==> config.mk <==
export PLATFORM = sky130hd
export DESIGN_NAME = bta_operand_loader
export DESIGN_NICKNAME = d
export VERILOG_FILES = /design/src/rtl/bta_operand_loader.sv
export SDC_FILE = /design/constraint.sdc
export NUM_CORES = 1
export LEC_CHECK = 0
export ABC_AREA = 1
export BUFFER_PORTS_ARGS = -buffer_cell sky130_fd_sc_hd__buf_2
export CORE_AREA = 5 5 131 133
export DETAILED_ROUTE_END_ITERATION = 6
export DIE_AREA = 0 0 136 138
export GPL_ROUTABILITY_DRIVEN = 1
export PLACE_DENSITY = 0.71
export SYNTH_ARGS = -nofsm -noshare
export SYNTH_HDL_FRONTEND = slang
export SYNTH_SLANG_ARGS = --single-unit
==> constraint.sdc <==
create_clock -name clk -period 14.05 [get_ports clk]
set_input_delay 2.81 -clock clk [delete_from_list [all_inputs] [get_ports clk]]
set_output_delay 2.81 -clock clk [all_outputs]
set_load 0.01 [all_outputs]
==> src/rtl/bta_operand_loader.sv <==
// ----------------------------------------------------------------------------
// bta_operand_loader
//
// Upstream feeder for the 8-operand binary-tree CLA adder. Operands arrive one
// per cycle on a valid/ready stream and are buffered into eight parallel slots
// (op_a..op_h). Once a group closes (8th beat or in_last), the slots are held
// stable for the tree latency, then the tree sum is captured into a result
// register presented on its own valid/ready handshake.
//
// Parameters:
//   M    - operand width
//   LAT  - tree adder latency in clock edges
//   SUMW - width of tree sum / res_sum (M+3 holds 8*(2^M-1) exactly)
//
// Ports:
//   clk, rst             - clock, asynchronous active-high reset
//   in_valid/in_ready    - operand stream handshake
//   in_data, in_last     - operand value, marks final operand of short group
//   op_a..op_h           - parallel operands to the tree adder
//   op_c0                - tree carry-in, tied 0
//   tree_sum             - sum returned by the tree adder
//   res_valid/res_ready  - result handshake
//   res_sum, res_count   - captured sum, number of real operands (1..8)
//   res_err              - (BTA_LOADER_SELFCHECK_EN only) 1 = tree_sum differed
//                          from the internally accumulated reference sum
//
// Optional feature macro: BTA_LOADER_SELFCHECK_EN
// ----------------------------------------------------------------------------
module bta_operand_loader #(
    parameter int M    = 16,
    parameter int LAT  = 3,
    parameter int SUMW = M + 3
) (
    input  logic            clk,
    input  logic            rst,
    input  logic            in_valid,
    output logic            in_ready,
    input  logic [M-1:0]    in_data,
    input  logic            in_last,
    output logic [M-1:0]    op_a,
    output logic [M-1:0]    op_b,
    output logic [M-1:0]    op_c,
    output logic [M-1:0]    op_d,
    output logic [M-1:0]    op_e,
    output logic [M-1:0]    op_f,
    output logic [M-1:0]    op_g,
    output logic [M-1:0]    op_h,
    output logic            op_c0,
    input  logic [SUMW-1:0] tree_sum,
    output logic            res_valid,
    input  logic            res_ready,
    output logic [SUMW-1:0] res_sum,
    output logic [3:0]      res_count
`ifdef BTA_LOADER_SELFCHECK_EN
    ,
    output logic            res_err
`endif
);

    localparam int CW = (LAT < 1) ? 1 : $clog2(LAT + 1);

    typedef enum logic [1:0] {
        FILL = 2'd0,
        HOLD = 2'd1,
        DONE = 2'd2
    } state_t;

    state_t             state_q;
    logic [2:0]         idx_q;
    logic [M-1:0]       ops_q [8];
    logic [CW-1:0]      cnt_q;
    logic               res_valid_q;
    logic [SUMW-1:0]    res_sum_q;
    logic [3:0]         res_count_q;
`ifdef BTA_LOADER_SELFCHECK_EN
    logic [SUMW-1:0]    ref_q;
    logic               res_err_q;
`endif

    logic accept;
    assign accept = in_valid && in_ready;

    always_ff @(posedge clk or posedge rst) begin
        if (rst) begin
            state_q     <= FILL;
            idx_q       <= '0;
            cnt_q       <= '0;
            res_valid_q <= 1'b0;
            res_sum_q   <= '0;
            res_count_q <= '0;
            for (int unsigned i = 0; i < 8; i++) begin
                ops_q[i] <= '0;
            end
`ifdef BTA_LOADER_SELFCHECK_EN
            ref_q       <= '0;
            res_err_q   <= 1'b0;
`endif
        end else begin
            case (state_q)
                FILL: begin
                    if (accept) begin
                        ops_q[idx_q] <= in_data;
                        idx_q        <= idx_q + 3'd1;
`ifdef BTA_LOADER_SELFCHECK_EN
                        ref_q        <= ref_q + SUMW'(in_data);
`endif
                        if (idx_q == 3'd7 || in_last) begin
                            // Slots beyond the last written one must read 0
                            // so the tree sums only the real operands.
                            for (int unsigned i = 0; i < 8; i++) begin
                                if (i > 32'(idx_q)) begin
                                    ops_q[i[2:0]] <= '0;
                                end
                            end
                            res_count_q <= {1'b0, idx_q} + 4'd1;
                            cnt_q       <= CW'(LAT);
                            state_q     <= HOLD;
                        end
                    end
                end

                HOLD: begin
                    // Capture on the LAT+1-th edge after the operands settled.
                    if (cnt_q == '0) begin
                        res_sum_q   <= tree_sum;
                        res_valid_q <= 1'b1;
`ifdef BTA_LOADER_SELFCHECK_EN
                        res_err_q   <= (ref_q != tree_sum);
`endif
                        state_q     <= DONE;
                    end else begin
                        cnt_q <= cnt_q - CW'(1);
                    end
                end

                DONE: begin
                    if (res_valid_q && res_ready) begin
                        res_valid_q <= 1'b0;
                        idx_q       <= '0;
                        for (int unsigned i = 0; i < 8; i++) begin
                            ops_q[i] <= '0;
                        end
`ifdef BTA_LOADER_SELFCHECK_EN
                        ref_q       <= '0;
                        res_err_q   <= 1'b0;
`endif
                        state_q     <= FILL;
                    end
                end

                default: state_q <= FILL;
            endcase
        end
    end

    // Decoded from registered state only: no in_valid -> in_ready path.
    assign in_ready  = (state_q == FILL);
    assign op_a      = ops_q[0];
    assign op_b      = ops_q[1];
    assign op_c      = ops_q[2];
    assign op_d      = ops_q[3];
    assign op_e      = ops_q[4];
    assign op_f      = ops_q[5];
    assign op_g      = ops_q[6];
    assign op_h      = ops_q[7];
    assign op_c0     = 1'b0;
    assign res_valid = res_valid_q;
    assign res_sum   = res_sum_q;
    assign res_count = res_count_q;
`ifdef BTA_LOADER_SELFCHECK_EN
    assign res_err   = res_err_q;
`endif

endmodule

Word level (Yosys, flattened, before mapping)
Cells that the tools add are included.
Cells by class
  add/sub/neg operators: 3
  $mul: 0
  divide/modulo/power cells: 0
  magnitude comparators: 9
  equality and inequality tests: 8
  shift operators: 0
  mux-type cells: 29
  bitwise logic cells: 1
  reduce and logical (&&, ||, !) cells: 15
Operators by type and width (count)
  two-way mux 128 bit: 2
  one-hot mux 128 bit (2 select lines): 1
  bitwise mux 128 bit: 1
  two-way mux 16 bit: 8
  two-way mux 112 bit: 1
  demux 16 bit (select 3 bit): 1
  two-way mux 2 bit: 7
  greater-than comparator 3 bit (first input constant): 4
  AND reduction 3 bit: 3
  AND reduction 4 bit: 2
  greater-than comparator 2 x 3 -> 1 bit (first input constant): 2
  two-way mux 3 bit: 2
  != test 2 bit (second input constant): 3
  one-hot mux 2 bit (3 select lines): 1
  one-hot mux 3 bit (2 select lines): 1
  nonzero test 2 bit: 3
  adder 3 x 1 -> 4 bit (second input constant): 1
  greater-or-equal comparator 4 bit (second input constant): 1
  logical NOT 2 bit: 2
  less-than comparator 4 x 1 -> 1 bit (second input constant): 1
  != test 2 x 1 -> 1 bit (second input constant): 2
  inverter 3 -> 4 bit: 1
  one-hot mux 2 bit (2 select lines): 1
  adder 3 x 1 -> 3 bit (second input constant): 1
  other kinds (10): 13
Word-level totals
  register bits: 159
  latch bits: 0
  RAM bits: 0
  memory bits (read-only): 0
  input bits: 40
  logic and storage cells: 79
  memories: 0

Logic depth before layout (Yosys ltp)
Gate-level depths: netlist of run 1.
  depth in word-level cells: 10
  mapped depth: 10
  mapped depth without buffers: 9

Worst setup path after synthesis of run 1
OpenSTA, ideal clock, no wires.
  path type: input-to-reg
  start point: input res_ready
  end point: register ops_q, in the netlist op_e[10]
  library setup time: 0.121 ns
  data arrival time: 3.607 ns
  data required time: 13.929 ns
  setup slack: 10.322 ns
  stages on the path: 8
  cells stage by stage: nand2_1 > inv_1 > nand2_1 > nand2_2 > nand3_2 > nor2_4 > buf_2 > nor2_1
On the way
  longest elaborated chain between the ends: 3
Ends and longest elaborated chain
  start: declaration: line 51  | input logic res_ready,
  logical AND 1 bit: line 137  | if (res_valid_q && res_ready) begin
  != test 2 bit (no source line)
  AND reduction 3 bit (no source line)
  end signal: indexed assignment: line 102  | ops_q[idx_q] <= in_data;
  end: declaration: line 70  | logic [M-1:0] ops_q [8];
No other way between the ends.
A chain may end at the register's enable or synchronous reset.

Final worst setup path of run 1
  start point: input res_ready
  end point: register ops_q, in the netlist op_e[2]
The elaborated chain is that of the path after synthesis.

==> metrics.md, run 1 <==
| Metric | Value |
|---|---|
| Outcome | complete, no violations |
| Fmax | 219 MHz |
| Leak | 5.38 nW |
| Die area | 0.0188 mm^2 |
| Clock Latency Late Sink | 0.42 ns |
| Clock power share | 23.2% |
| Layout area overhead | 22.4% |
| Hold Buf Count CTS | 0 |
| Gates resized, CTS repair | 0 |
| Final hold vios | 0 |
| Setup bufs post-CTS | 0 |
| Port Buffers | 192 |
| Reg2reg end | op_e[2] |
| Hpwl dp | 13.3 mm |
| Critical path peak fanout | 76 |
| Setup-failing EPs final | 0 |
| Net Switching | 0.000813 W |
| Post-Synthesis Cells | 921 |
| Crit path launch type | primary input |
| Clk buf depth | 2 |
| RSZ-0062 raised after global routing | no |
| Actual transition at the worst max-transition pin | 1.11 ns |
| Hold WS | 0.487 ns |
| Max-cap violations | 0 |
| Die Ht | 138 um |
| Arrival @ worst endpoint | 4.84 ns |
| Worst EP required | 14.34 ns |
| Post-synthesis cell type count | 25 |
| DRC viols | 0 |
| Total number of vias | 6134 |
| Diodes inserted | 0 |
| # clock sinks | 159 |
| First-pass GRT wire length | 31.0 mm |
| Initial antenna violation count | 0 |
| Core ar. | 0.0157 mm^2 |
| Setup TNS | 0 ns |
| Top Ports | 194 |
| Drt first pass iters | 5 |
| Crit path max-delay family | simple AND/OR/NAND/NOR gates |
| Commonest non-fill, non-tap cell in the layout | nand2_1 |
| HP Start | res_count[0] |
| Peak VDD IR | 0.000120 V |
| WL/cell | 15.0 um |
| Reg2reg path depth | 7 |
| FF-to-FF setup slack | 11.36 ns |
| Buf/Inv on CP | 3 |
| # rows | 46 |
| Synth area leader | dfrtp_1 |
| CTS tree | yes |
| Layout cells sized above 1 | 23.7% |
| Register bit count reported by yosys | 159 |
| Layout filler cell count | 1457 |
| Sequential share of power | 36.6% |
| Total track usage | 21.1% |
| Internal Power | 0.00126 W |
| Syn nets | 965 |
| Headroom to the max-slew limit | 25.6% |
| Gate power share | 40.3% |
| Max Slew Vio Count | 0 |
| GP Congestion | 0.816 |
| Fin nets | 1134 |
| Syn_area_per_cell | 7.90 um^2 |
| Yosys warns | 0 |
| Type of the tightest min-delay check | register to register |
| Post-Syn Area | 0.00727 mm^2 |
| Slowest stage delay, CP | 0.58 ns |
| Cell mode on critical path | nand2_1 |
| Die W | 136 um |
| 1st-iter DRT viols | 515 |
| Synth top area share | 54.7% |
| Initial core utilization | 46.3% |
| Top cells by area, synth | dfrtp_1 55%, nand2_1 13%, nor2_1 9.5% |
| Sequence of cells on the critical path | buf_2, nand2_1, inv_1, nand2_1, nand2_2, buf_4, nand3_2, nor2_4, nor2_1 |
| Remaining global-route overflow | 0 |
| Critical path class | primary input to register |
| PD cells | 232 mW/mm^2 |
| Routed Antenna Nets | 0 |
| Vias per inst | 4.66 |
| Fin crit period | 4.56 ns |
| Htree depth | 4 |
| Vias in the first global route | 5671 |
| Hold Path Stages | 2 |
| Clk root buf | clkbuf_16 |
| Worst Skew | 0.00594 ns |
| Maximum number of pins on one net before global-route repair | 85 |
| Kind of end point of the critical path | register |
| Tcrit/Tclk final | 32.4% |
| Most frequent cells in the layout | 258 x nand2_1, 192 x buf_2, 184 x nor2_1 |
| RR Startpoint | state_q[0] |
| Clock-pin slew on the worst setup and hold paths | 0.06 ns |
| TritonCTS Buffers | 17 |
| Register area share after synthesis | 54.7% |
| Sw Ratio | 39.3% |
| Total wire length | 19.7 mm |
| Hold Path Sink | res_count[0] |
| Critical path's slowest cell | buf_4 |
## area by class of cell
| cell class | count | area, um^2 | share of cell area (%) |
|---|---|---|---|
| sequential | 159 | 3980 | 44.7 |
| multi-input combinational | 587 | 2580 | 29.0 |
| timing repair buffer | 194 | 976 | 11.0 |
| inverter | 131 | 497 | 5.58 |
| clock buffer | 23 | 468 | 5.26 |
| tap | 216 | 270 | 3.04 |
| clock inverter | 7 | 135 | 1.52 |
## logic make-up (layout without fill, tap and decap cells)
group,count (synthesis),in the layout,share of synthesized area (%)
multiplexers,19,19,2.94
AND/OR/NAND/NOR,516,516,28.5
other,1,1,0.0516
flip-flops,159,159,54.7
adder cells (fa/ha/maj),4,4,0.688
buffers and inverters,175,355,9.84
AO/OA/AOI/OAI,47,47,3.30
## how the worst max path moves through the flow
stage / start / end / slack [ns] / depth (start not counted)
after floorplan: rst / cnt_q[0] / 6.95 / 1
final: res_ready / op_e[2] / 9.49 / 9
after CTS: res_ready / op_e[2] / 9.54 / 9
after detailed placement: res_ready / op_e[11] / 9.08 / 9
after global placement: res_ready / op_e[10] / 9.11 / 9
after global routing: res_ready / op_a[13] / 9.27 / 9
## metal layers
| layer | wire length (um) | vias to the layer above | global-route usage (%) |
|---|---|---|---|
| li1 | - | 3089 | - |
| met1 | 8890 | 2789 | 29.2 |
| met2 | 8840 | 226 | 31.5 |
| met3 | 1500 | 30 | 5.77 |
| met4 | 480 | 0 | 8.22 |
| met5 | 0 | - | 0 |
## synthesized netlist by cell type
master,count
inv_1,129
or2_2,1
inv_2,2
conb_1,1
dfrtp_1,159
buf_1,1
o31ai_1,1
nand2_1,258
ha_1,4
nand2_2,9
buf_2,32
nor2_1,184
o21ai_1,1
nor2_4,1
buf_6,1
nor3_1,1
a21oi_1,19
o22ai_1,2
buf_4,3
nor2_2,5
clkbuf_1,7
nand3_2,3
nand3_1,54
mux2_2,19
o21ai_0,24
## worst min-delay path, stage by stage (launching register included)
cell and delay, ns:
dfrtp_1 0.34, nand2_1 0.05, o21ai_0 0.06
## power by group through the flow
stage | Combinational (W) | Sequential, W | Clock (W)
2_1_floorplan | 0.000474 | 0.000832 | 0
3_3_place_gp | 0.000823 | 0.000759 | 0
3_5_place_dp | 0.000839 | 0.000763 | 0
4_1_cts | 0.000843 | 0.000758 | 0.000489
5_1_grt | 0.000948 | 0.000782 | 0.000511
6_report | 0.000833 | 0.000757 | 0.000479
## stage by stage
stage               cell area, um^2  total power (W)  worst slack [ns]  cells  utilization (%)
floorplan                      7270          0.00131              6.95    921                -
global placement               8300          0.00158              9.11   1287             52.8
detailed placement             8300          0.00160              9.08   1287             52.8
CTS                            8900          0.00209              9.54   1317             56.7
global route                   8900          0.00224              9.27   1317             56.7
finish                         8900          0.00207              9.49   1317             56.7
## state kept, by name, summed over array words and instances, names as in the netlist, 16 cells and up
| name | cells |
|---|---|
| op_a | 16 |
| op_b | 16 |
| op_c | 16 |
| op_d | 16 |
| op_e | 16 |
| op_f | 16 |
| op_g | 16 |
| op_h | 16 |
| res_sum | 19 |
Note: power is estimated with default switching activity, not from simulation.
==> run 2: changes to the inputs <==
--- a/config.mk
+++ b/config.mk
@@ -11,7 +11,7 @@
 export DETAILED_ROUTE_END_ITERATION = 6
 export DIE_AREA = 0 0 136 138
 export GPL_ROUTABILITY_DRIVEN = 1
-export PLACE_DENSITY = 0.71
+export PLACE_DENSITY = 0.74
 export SYNTH_ARGS = -nofsm -noshare
 export SYNTH_HDL_FRONTEND = slang
 export SYNTH_SLANG_ARGS = --single-unit
==> constraint.sdc (replaced) <==
create_clock -name clk -period 4 [get_ports clk]
set_input_delay 0.8 -clock clk [delete_from_list [all_inputs] [get_ports clk]]
set_output_delay 0.8 -clock clk [all_outputs]
set_load 0.01 [all_outputs]
==> run 2 against run 1 <==
- sequential share of layout area is 0.14 points lower
- global-route usage increased by 0.41 points
- first-iteration DRC count shrank 10%
- wire length is 1.3% higher
- clock skew is 0.0015 ns higher
- utilization grew 0.18 points
- clock-buffer cell count is 5 lower
- sequential power grew to 3.5 times the previous value
- flip-flop and latch count unchanged
- non-clock buffer count rose by 2
- final area is 0.32% higher
- clock power increased to 3.5 times the previous value
- critical endpoint is now op_a[5]
==> metrics.md, run 2 (synthesis gave the netlist of run 1 again) <==
| Metric | Value |
|---|---|
| Critical path peak fanout | 37 |
| Remaining global-route overflow | 0 |
| Maximum number of pins on one net before global-route repair | 75 |
| Layout cells sized above 1 | 24.3% |
| Headroom to the max-slew limit | 20.9% |
| Peak VDD IR | 0.000410 V |
| Setup bufs post-CTS | 0 |
| DRC viols | 0 |
| Die W | 136 um |
| GP Congestion | 0.811 |
| Worst EP required | 4.26 ns |
| Total track usage | 21.5% |
| Most frequent cells in the layout | 258 x nand2_1, 192 x buf_2, 184 x nor2_1 |
| Initial core utilization | 46.3% |
| Type of the tightest min-delay check | primary input to asynchronous set/reset pin |
| Tot Pwr | 0.00725 W |
| Initial antenna violation count | 0 |
| Drt first pass iters | 5 |
| Diodes inserted | 0 |
| Clock Latency Late Sink | 0.42 ns |
| Total number of vias | 6206 |
| Gates resized, CTS repair | 0 |
| WL/cell | 15.1 um |
| Vias in the first global route | 5857 |
| RR Startpoint | state_q[0] |
| Hpwl dp | 13.5 mm |
| Placed inst area | 0.00833 mm^2 |
| Clk root buf | clkbuf_16 |
| Outcome | complete, no violations |
| Setup TNS | 0 ns |
| Tcrit/Tclk final | 62.4% |
| Worst Skew | 0.00739 ns |
| Max FFs per register | 19 |
| Clock-pin slew on the worst setup and hold paths | 0.06 ns |
| 1st-iter DRT viols | 461 |
| Die area | 0.0188 mm^2 |
| Core ar. | 0.0157 mm^2 |
| TritonCTS Buffers | 17 |
| Htree depth | 4 |
| Kind of end point of the critical path | register |
| CTS tree | yes |
| Actual transition at the worst max-transition pin | 1.19 ns |
| Worst Setup SP | state_q[0] |
| First-pass GRT wire length | 31.7 mm |
| Layout area overhead | 22.8% |
| Routed Antenna Nets | 0 |
| Leak | 5.40 nW |
| Fmax | 400 MHz |
| Max-cap violations | 0 |
| Hold Buf Count CTS | 0 |
| Top Ports | 194 |
| Post-route cell area | 0.00893 mm^2 |
| Fin nets | 1136 |
| Vias per inst | 4.70 |
| Clk buf depth | 2 |
| Commonest non-fill, non-tap cell in the layout | nand2_1 |
| # clock sinks | 159 |
| Crit path launch type | register |
| # rows | 46 |
| Arrival @ worst endpoint | 2.75 ns |
| Total wire length | 20.0 mm |
| Max Slew Vio Count | 0 |
| Critical path class | register to register |
| Final hold vios | 0 |
| Setup-failing EPs final | 0 |
| Fin crit period | 2.50 ns |
| Die Ht | 138 um |
| RSZ-0062 raised after global routing | no |
| Port Buffers | 192 |
| PD cells | 812 mW/mm^2 |
==> run 2: final timing paths <==
| check | slack (ns) | end | cells after the start |
|---|---|---|---|
| max in group asynchronous | 2.96 | op_f[3] | 3 |
| hold / removal | 0.28 | res_sum[4] | 2 |
| hold reg to reg | 0.49 | res_count[0] | 2 |
| min in group clk | 0.49 | res_count[0] | 2 |
| setup reg to reg | 1.50 | op_a[5] | 6 |
| setup / recovery | 1.50 | op_a[5] | 6 |
==> run 2: report_power, final <==
group	leakage, nW	internal, W	switching, W
combinational	3.04	0.00107	0.00186
sequential	2.05	0.00228	0.000386
clock	0.305	0.000999	0.000660
total	5.40	0.00435	0.00290
==> run 2: per-layer routing <==
layer | wire (um) | vias up | global-route usage, %
met5 | 0 | - | 0
met4 | 409 | 0 | 6.90
met3 | 1540 | 24 | 5.70
met2 | 9450 | 229 | 33.8
met1 | 8560 | 2862 | 29.0
li1 | - | 3091 | -
==> run 2: critical path: stages, from the launching register on <==
cell     delay [ns]
dfrtp_1        0.44
nor2_2         0.19
nand2_2        0.09
nand2_2        0.53
nand2_1        0.72
nand2_1        0.22
o21ai_0        0.12
==> run 2: final cells by class <==
class	count	area (um^2)
inverter	131	495
multi-input combinational	587	2580
timing repair buffer	196	1000
clock buffer	18	439
fill	1441	6780
sequential	159	3980
clock inverter	14	166
tap	216	270
==> run 2: stage by stage <==
step	hold WS (ns)	setup WS (ns)	std cells	util (%)
floorplan	0.507	1.19	921	-
global placement	0.463	1.19	1289	53.0
detailed placement	0.478	1.12	1289	53.0
CTS	0.261	1.46	1321	56.8
global route	0.268	1.24	1321	56.8
finish	0.278	1.50	1321	56.8
